===== config.mk =====
export PLATFORM = sky130hd
export DESIGN_NAME = water_level_matrix_scan
export DESIGN_NICKNAME = d
export VERILOG_FILES = /design/src/rtl/water_level_matrix_scan.sv
export SDC_FILE = /design/constraint.sdc
export NUM_CORES = 1
export LEC_CHECK = 0
export BUFFER_PORTS_ARGS = -buffer_cell sky130_fd_sc_hd__buf_2
export CORE_MARGIN = 8
export CORE_UTILIZATION = 29
export DETAILED_ROUTE_END_ITERATION = 8
export MAX_ROUTING_LAYER = met4
export PLACE_DENSITY = 0.53
export SLEW_MARGIN = 5
export SYNTH_ARGS = -nofsm -noshare
export SYNTH_HDL_FRONTEND = slang
export SYNTH_SLANG_ARGS = --single-unit

===== constraint.sdc =====
create_clock -name clock -period 2.6 [get_ports clock]
set_input_delay 0.13 -clock clock [delete_from_list [all_inputs] [get_ports clock]]
set_output_delay 0.13 -clock clock [all_outputs]
set_load 0.02 [all_outputs]

===== src/rtl/water_level_matrix_scan.sv =====
// Column-scanned driver for a 5x7 LED matrix showing a 2-bit water level.
// Level changes land on frame boundaries; critical level blinks the inner columns.
module water_level_matrix_scan #(
  parameter int CLK_DIV      = 1000,
  parameter int BLANK_CYCLES = 2,
  parameter int BLINK_FRAMES = 50
) (
  input  logic       clock,
  input  logic       reset,
  input  logic       enable,
  input  logic [1:0] level_in,
  input  logic       level_we,
  output logic [1:0] level_sel,
  input  logic [6:0] dec_col_1,
  input  logic [6:0] dec_col_0,
  output logic [6:0] matrix_row,
  output logic [4:0] matrix_col,
  output logic       frame_done
);

  localparam int FC_W = (BLINK_FRAMES > 1) ? $clog2(BLINK_FRAMES) : 1;
  localparam logic [15:0]     CNT_MAX = 16'(CLK_DIV - 1);
  localparam logic [15:0]     BLANK_N = 16'(BLANK_CYCLES);
  localparam logic [FC_W-1:0] FC_MAX  = FC_W'(BLINK_FRAMES - 1);

  logic [15:0]     r_count;
  logic [2:0]      r_col;
  logic [FC_W-1:0] r_frame_cnt;
  logic            r_blink;
  logic [1:0]      r_level_sel;
  logic [1:0]      r_pending;
  logic [6:0]      r_row_p1;
  logic [4:0]      r_col_p1;
  logic            r_frame_done_p1;

  logic            w_tick;
  logic            w_wrap;
  logic [1:0]      w_next_level;
  logic            w_crit;
  logic            w_inner;
  logic [6:0]      w_row_sel;
  logic [4:0]      w_col_sel;

  always_comb begin
    w_tick       = (r_count == CNT_MAX);
    w_wrap       = w_tick && (r_col == 3'd4);
    w_next_level = level_we ? level_in : r_pending;
    w_crit       = (r_level_sel == 2'b00);
    w_inner      = (r_col != 3'd0) && (r_col != 3'd4);
    w_col_sel    = ~(5'b00001 << r_col);
    // Blink masking is gated by the live level so a frame leaving critical never blanks.
    if (!w_inner)
      w_row_sel = dec_col_1;
    else if (w_crit && r_blink)
      w_row_sel = 7'b0000000;
    else
      w_row_sel = dec_col_0;
  end

  // Stage p0: scan position, level and blink state
  always_ff @(posedge clock) begin
    if (reset) begin
      r_count     <= '0;
      r_col       <= '0;
      r_frame_cnt <= '0;
      r_blink     <= 1'b0;
      r_level_sel <= 2'b00;
      r_pending   <= 2'b00;
    end else begin
      if (level_we)
        r_pending <= level_in;
      if (!enable) begin
        r_count     <= '0;
        r_col       <= '0;
        r_frame_cnt <= '0;
        r_blink     <= 1'b0;
      end else begin
        r_count <= w_tick ? 16'd0 : r_count + 16'd1;
        if (w_tick)
          r_col <= (r_col == 3'd4) ? 3'd0 : r_col + 3'd1;
        if (w_wrap)
          r_level_sel <= w_next_level;
        if (!w_crit) begin
          r_frame_cnt <= '0;
          r_blink     <= 1'b0;
        end else if (w_wrap) begin
          if (r_frame_cnt == FC_MAX) begin
            r_frame_cnt <= '0;
            r_blink     <= ~r_blink;
          end else begin
            r_frame_cnt <= r_frame_cnt + 1'b1;
          end
        end
      end
    end
  end

  // Stage p1: registered matrix drive and frame pulse
  always_ff @(posedge clock) begin
    if (reset) begin
      r_col_p1        <= 5'b11111;
      r_row_p1        <= 7'b0000000;
      r_frame_done_p1 <= 1'b0;
    end else if (!enable) begin
      r_col_p1        <= 5'b11111;
      r_row_p1        <= 7'b0000000;
      r_frame_done_p1 <= 1'b0;
    end else begin
      r_frame_done_p1 <= w_wrap;
      if (r_count < BLANK_N) begin
        r_col_p1 <= 5'b11111;
        r_row_p1 <= 7'b0000000;
      end else begin
        r_col_p1 <= w_col_sel;
        r_row_p1 <= w_row_sel;
      end
    end
  end

  assign level_sel  = r_level_sel;
  assign matrix_row = r_row_p1;
  assign matrix_col = r_col_p1;
  assign frame_done = r_frame_done_p1;

endmodule


==> results.json, run 1 <==
{
  "drive_gt1_share_pct": 21.4,
  "timing.critical_path.required_ns": 2.83,
  "initial_core_util_pct": 29.8,
  "crit_type": "register to register",
  "r2r_slack_ns": 0.31,
  "synth_edf_count": 0,
  "endpoint_kind": "register",
  "start_kind": "register",
  "min_path_type": "input port to register",
  "maxCapViolations": 0,
  "drc_errors": 0,
  "status": "finished clean",
  "path_cells": "or4_4, or4_4, or4_1, a21oi_1",
  "power_density_nw_per_um2": 507,
  "grt_pass1_vias": 1461,
  "crit_slowest_cell": "or4_4",
  "fin_cells": 325,
  "cts_tree": "built",
  "firstDrtPassIters": 4,
  "ys_top_cells_by_count": "43 x dfxtp_1, 29 x nor2_1, 22 x nand2_1",
  "grtUsageTotal_pct": 9.67,
  "hold_end": "matrix_row[3]",
  "worstMarginPinSlew_ns": 0.508,
  "ys_seq_elements": 43,
  "boundaryPins": 35,
  "holdPathStages": 3,
  "ctsResizeCount": 0,
  "grt_pass1_wl_mm": 6.87,
  "io_buffers": 34,
  "max_slew_margin_pct": 66.2,
  "setup_viol": 0,
  "antenna_found_initial": 0,
  "initialDrtViolationCount": 101,
  "grt_max_degree": 15,
  "rsz0062_at_grt": "no",
  "finalCritPeriodShare_pct": 87.9,
  "crit_family": "simple AND/OR/NAND/NOR gates",
  "htreeDepth": 2,
  "fmax_mhz": 437,
  "critPathBufInv": 0,
  "yosysMostFrequentCell": "dfxtp_1",
  "pre_cts_slack_ns": 0.321,
  "syn_inst": 207,
  "numCtsBuffers": 5,
  "routedWlPerCell_um": 12.6,
  "syn_area_um2": 1870,
  "cts.sinks": 43,
  "r2r_cells": 4,
  "viasPerCell": 4.95,
  "combinationalPowerShare_pct": 3.7,
  "worstPathArrival_ns": 2.52,
  "synthTopCellsByArea": "dfxtp_1 46%, ha_1 6.0%, nor2_1 5.8%, nand2_1 4.4%, xnor2_1 4.2%",
  "setup_slack_ns": 0.314,
  "reg2reg_from": "r_count[13]",
  "pwr-share-seq_pct": 58.9,
  "synth_largest_area_cell": "dfxtp_1",
  "cts_root_buf": "clkbuf_8",
  "r2r-end": "r_frame_cnt[1]",
  "clock_latency_ns": 0.30,
  "slew_viol_final": 0,
  "fin_worst_skew_ns": 0.00933,
  "power_mw": 1.13,
  "switchingPower_mw": 0.259,
  "swShare_pct": 22.9,
  "gr-total-overflow": 0,
  "critical_path_depth": 4,
  "dp.cells": 317,
  "synth-main-ff-cell": "dfxtp_1",
  "fp.dieW_um": 96.3,
  "ys_types": 37,
  "critical_path.max_stage_delay_ns": 0.64,
  "cpMostUsedCell": "or4_4",
  "rows": 29,
  "num_vias": 1610,
  "yosysTopAreaCellShare_pct": 46.1,
  "routed_wl_mm": 4.11,
  "die_y_um": 96.3,
  "synth_nets": 236,
  "cts_buffer_depth": 2,
  "antenna_left": 0,
  "place_hpwl_mm": 2.99,
  "max-vdd-ir-drop_v": 0.000193,
  "cts_setup_buffers": 0,
  "die_area_um2": 9270,
  "yosys_warnings": 0,
  "worstHoldStart": "dec_col_0[3]",
  "intPower_mw": 0.870,
  "hold_buffers": 0,
  "fin_crit_ns": 2.29,
  "syn2layout_area_growth_pct": 19.1,
  "ys_seq_area_share_pct": 46.1,
  "antenna_cells": 0,
  "hold_viol_final": 0,
  "crit_fanout": 14,
  "setup_tns_ns": 0,
  "cts.clk_slew.worst_paths_ns": 0.08,
  "coreArea_um2": 6280,
  "synth_area_per_cell_um2": 9.03,
  "fin_nets": 276,
  "clockPowerShare_pct": 37.5,
  "postSynth.asyncResetShare_pct": 0,
  "leakagePower_nw": 0.839,
  "place.gp.congestion": 0.756
}
[power groups by stage]
stage,Clock (mW),Sequential [mW],Combinational (mW)
5_1_grt,0.465,0.665,0.0468
4_1_cts,0.436,0.665,0.0420
3_3_place_gp,0,0.680,0.0419
2_1_floorplan,0,0.681,0.0189
3_5_place_dp,0,0.680,0.0416
6_report,0.423,0.664,0.0412
[worst reg2reg max path, cell delays in order, from the launching register on]
cell	delay [ns]
dfxtp_1	0.34
or4_4	0.57
or4_4	0.64
or4_1	0.53
a21oi_1	0.15
[cell usage in the layout, fill, tap and decap left out, types with 2 or more instances in the layout]
master / instances
nand3_1: 11
buf_4: 3
nor3_1: 4
xnor2_1: 9
nand4_1: 3
a22oi_1: 7
a21oi_1: 10
nand2_1: 22
dfxtp_1: 43
clkbuf_8: 5
inv_1: 8
nor2b_1: 3
mux2i_1: 3
or4_4: 3
nor4_1: 3
o21ai_0: 3
buf_2: 34
mux2_2: 2
or3_1: 7
or4_1: 5
nor2_1: 29
xor2_1: 2
o31ai_1: 3
ha_1: 9
[final cells by class]
type,count,area (um^2)
Sequential cell,43,861
Inverter,8,30.0
Clock buffer,6,72.6
Multi-Input combinational cell,152,961
Timing Repair Buffer,37,193
Fill cell,683,4050
Clock inverter,2,12.5
Tap cell,77,96.3
[logic make-up (layout without fill, tap and decap cells)]
family | after synthesis | in the layout | synth area share [%]
fa+ha+maj | 9 | 9 | 6.02
flops | 43 | 43 | 46.1
xor+xnor | 11 | 11 | 5.15
simple gates | 97 | 97 | 26.4
mux | 5 | 5 | 2.81
buf+inv | 12 | 53 | 2.54
compound gates | 30 | 30 | 11.0
[per-layer routing]
layer	wire [um]	track usage [%]	share of wire, %
met5	0	-	0
met4	67	4.23	1.6
met3	431	3.20	10
met2	1590	12.9	39
met1	2020	12.8	49
[registers in the layout, indices dropped and copies added (netlist names)]
signal and flops:
matrix_row 7, r_col 3, level_sel 2, matrix_col 5, r_pending 2, frame_done 1, r_frame_cnt 6, r_count 16
r_blink 1
[metrics by stage]
stage / hold slack (ns) / area, um^2 / utilization (%)
floorplan: 0.212 / 1870 / -
global placement: 0.372 / 2140 / 34.1
detailed placement: 0.376 / 2140 / 34.1
CTS: 0.0658 / 2230 / 35.5
global route: 0.0701 / 2230 / 35.5
finish: 0.0684 / 2230 / 35.5
[worst max path at each step]
stage               slack [ns]              to   startpoint
floorplan                 0.46  r_frame_cnt[3]  r_count[13]
global placement          0.35         r_blink  r_count[13]
detailed placement        0.32  r_frame_cnt[1]  r_count[13]
CTS                       0.31  r_frame_cnt[1]  r_count[13]
global route              0.21         r_blink  r_count[13]
finish                    0.31  r_frame_cnt[1]  r_count[13]
No activity file was read; power rests on OpenSTA's default activity.
==> run 2, diff against run 1 <==
Settings changed: CORE_MARGIN 8 to not set, PLACE_DENSITY 0.53 to 0.55.
Clock period 2.6 ns to 2 ns, I/O delays scaled along.
==> results.json, run 2 (same netlist as run 1, synthesis figures left out) <==
{
  "status": "complete, but fails checks",
  "violations": "negative setup slack",
  "io_buffers": 34,
  "grt_pass1_wl_mm": 6.74,
  "antenna_found_initial": 0,
  "holdWs_ns": 0.0399,
  "cts.clk_slew.worst_paths_ns": 0.08,
  "antenna_cells": 0,
  "rsz0062_at_grt": "yes",
  "worstHoldStart": "reset",
  "finalCritPeriodShare_pct": 107,
  "seq_area_um2": 862,
  "fin_nets": 296,
  "worstPathArrival_ns": 2.37,
  "die_y_um": 82.3,
  "place_hpwl_mm": 3.07,
  "start_kind": "register",
  "numCtsBuffers": 5,
  "syn2layout_area_growth_pct": 29.5,
  "path_cells": "or4_4, or4_4, or4_1, a21oi_1",
  "num_vias": 1652,
  "worstMarginPinSlew_ns": 0.613,
  "max_slew_margin_pct": 58.8,
  "die_area_um2": 6770,
  "timing.critical_path.required_ns": 2.22,
  "crit_type": "register to register",
  "initial_core_util_pct": 30.8,
  "r2r_cells": 4,
  "cts_root_buf": "clkbuf_8",
  "initialDrtViolationCount": 70,
  "r2r_slack_ns": -0.15,
  "setup_slack_ns": -0.150,
  "cpMostUsedCell": "or4_4",
  "clock_latency_ns": 0.29,
  "top_register": "r_count",
  "max-vdd-ir-drop_v": 0.000301,
  "endpoint_kind": "register",
  "cts_setup_buffers": 0,
  "crit_slowest_cell": "or4_4",
  "grt_max_degree": 15,
  "boundaryPins": 35,
  "grtUsageTotal_pct": 13.5,
  "min_path_type": "input port to register",
  "leakagePower_nw": 0.950,
  "largest_reg_flops": 16,
  "maxCapViolations": 0,
  "hold_end": "r_pending[1]",
  "slew_viol_final": 0,
  "crit_fanout": 5,
  "rows": 28,
  "firstDrtPassIters": 5,
  "critical_path.max_stage_delay_ns": 0.58,
  "routedWlPerCell_um": 12.2,
  "fp.dieW_um": 82.3,
  "fmax_mhz": 465,
  "setup_viol": 5,
  "htreeDepth": 2,
  "fin_crit_ns": 2.15,
  "antenna_left": 0,
  "final_cell_mix": "42 x dfxtp_1, 34 x buf_2, 29 x nor2_1",
  "hold_viol_final": 0,
  "hold_buffers": 0,
  "r2r-end": "r_frame_cnt[1]",
  "fin_worst_skew_ns": 0.00874,
  "grt_pass1_vias": 1538,
  "place.gp.congestion": 0.773,
  "final_area_um2": 2420,
  "gr-total-overflow": 0,
  "multi_input_area_um2": 991,
  "coreArea_um2": 6060,
  "reg2reg_from": "r_count[15]",
  "place_area_um2": 2300,
  "nFillCells": 619,
  "drc_errors": 0,
  "cts_buffer_depth": 2,
  "routed_wl_mm": 4.18,
  "power_density_nw_per_um2": 605,
  "layout_commonest_cell": "dfxtp_1",
  "holdPathStages": 2,
  "drive_gt1_share_pct": 29.1,
  "cts.sinks": 43,
  "viasPerCell": 4.82,
  "cts_tree": "built"
}
==> run 2: area by class of cell <==
| class | count | area share [%] |
|---|---|---|
| tap | 75 | 3.88 |
| multi-input combinational | 152 | 40.9 |
| sequential | 43 | 35.6 |
| timing repair buffer | 57 | 14.8 |
| clock buffer | 6 | 3.00 |
| inverter | 8 | 1.24 |
| clock inverter | 2 | 0.517 |
==> run 2: per-layer routing <==
| metal | vias to the layer above | global-route usage [%] | share of wire [%] |
|---|---|---|---|
| li1 | 850 | - | - |
| met1 | 755 | 16.4 | 49 |
| met2 | 39 | 21.7 | 44 |
| met3 | 8 | 3.52 | 5.7 |
| met4 | 0 | 4.74 | 1.2 |
| met5 | - | - | 0 |
==> run 2: how the worst max path moves through the flow <==
stage          slack, ns             end  cells past startpoint         from
2_1_floorplan      -0.08  r_frame_cnt[1]                      4   r_count[3]
3_3_place_gp       -0.09        r_col[2]                      5  r_count[15]
3_5_place_dp       -0.13  r_frame_cnt[1]                      4  r_count[15]
4_1_cts            -0.14  r_frame_cnt[1]                      4  r_count[15]
5_1_grt            -0.18  r_frame_cnt[1]                      4  r_count[15]
6_report           -0.15  r_frame_cnt[1]                      4  r_count[15]
==> run 2: timing repair <==
action / CTS / global route
pin swaps: 3 / 1
gates resized for setup: 2 / 5
endpoints found under the setup margin: 14 / 20
gates cloned: 0 / 0
==> run 2: worst max-delay path: cells and delay by family, from the launching register on <==
family	cells	cell delay, ns
AO/OA/AOI/OAI	1	0.13
flip-flops	1	0.32
AND/OR/NAND/NOR	3	1.63
==> run 2: report_power, final <==
group / switching (mW) / leakage (nW) / total, mW / internal [mW]
clock network: 0.294 / 0.0412 / 0.539 / 0.244
registers: 0.00239 / 0.348 / 0.863 / 0.861
logic: 0.0303 / 0.561 / 0.0619 / 0.0316
total: 0.327 / 0.950 / 1.46 / 1.14
==> run 2: through the flow <==
stage | util (%) | cells | TNS, ns | total power [mW] | worst slack, ns
3_5_place_dp | 38.0 | 335 | -0.531 | 0.945 | -0.127
4_1_cts | 39.6 | 343 | -0.504 | 1.49 | -0.136
2_1_floorplan | - | 207 | -0.428 | 0.910 | -0.0818
5_1_grt | 39.9 | 343 | -0.853 | 1.53 | -0.182
6_report | 39.9 | 343 | -0.461 | 1.46 | -0.150
3_3_place_gp | 38.0 | 335 | -0.327 | 0.945 | -0.0938
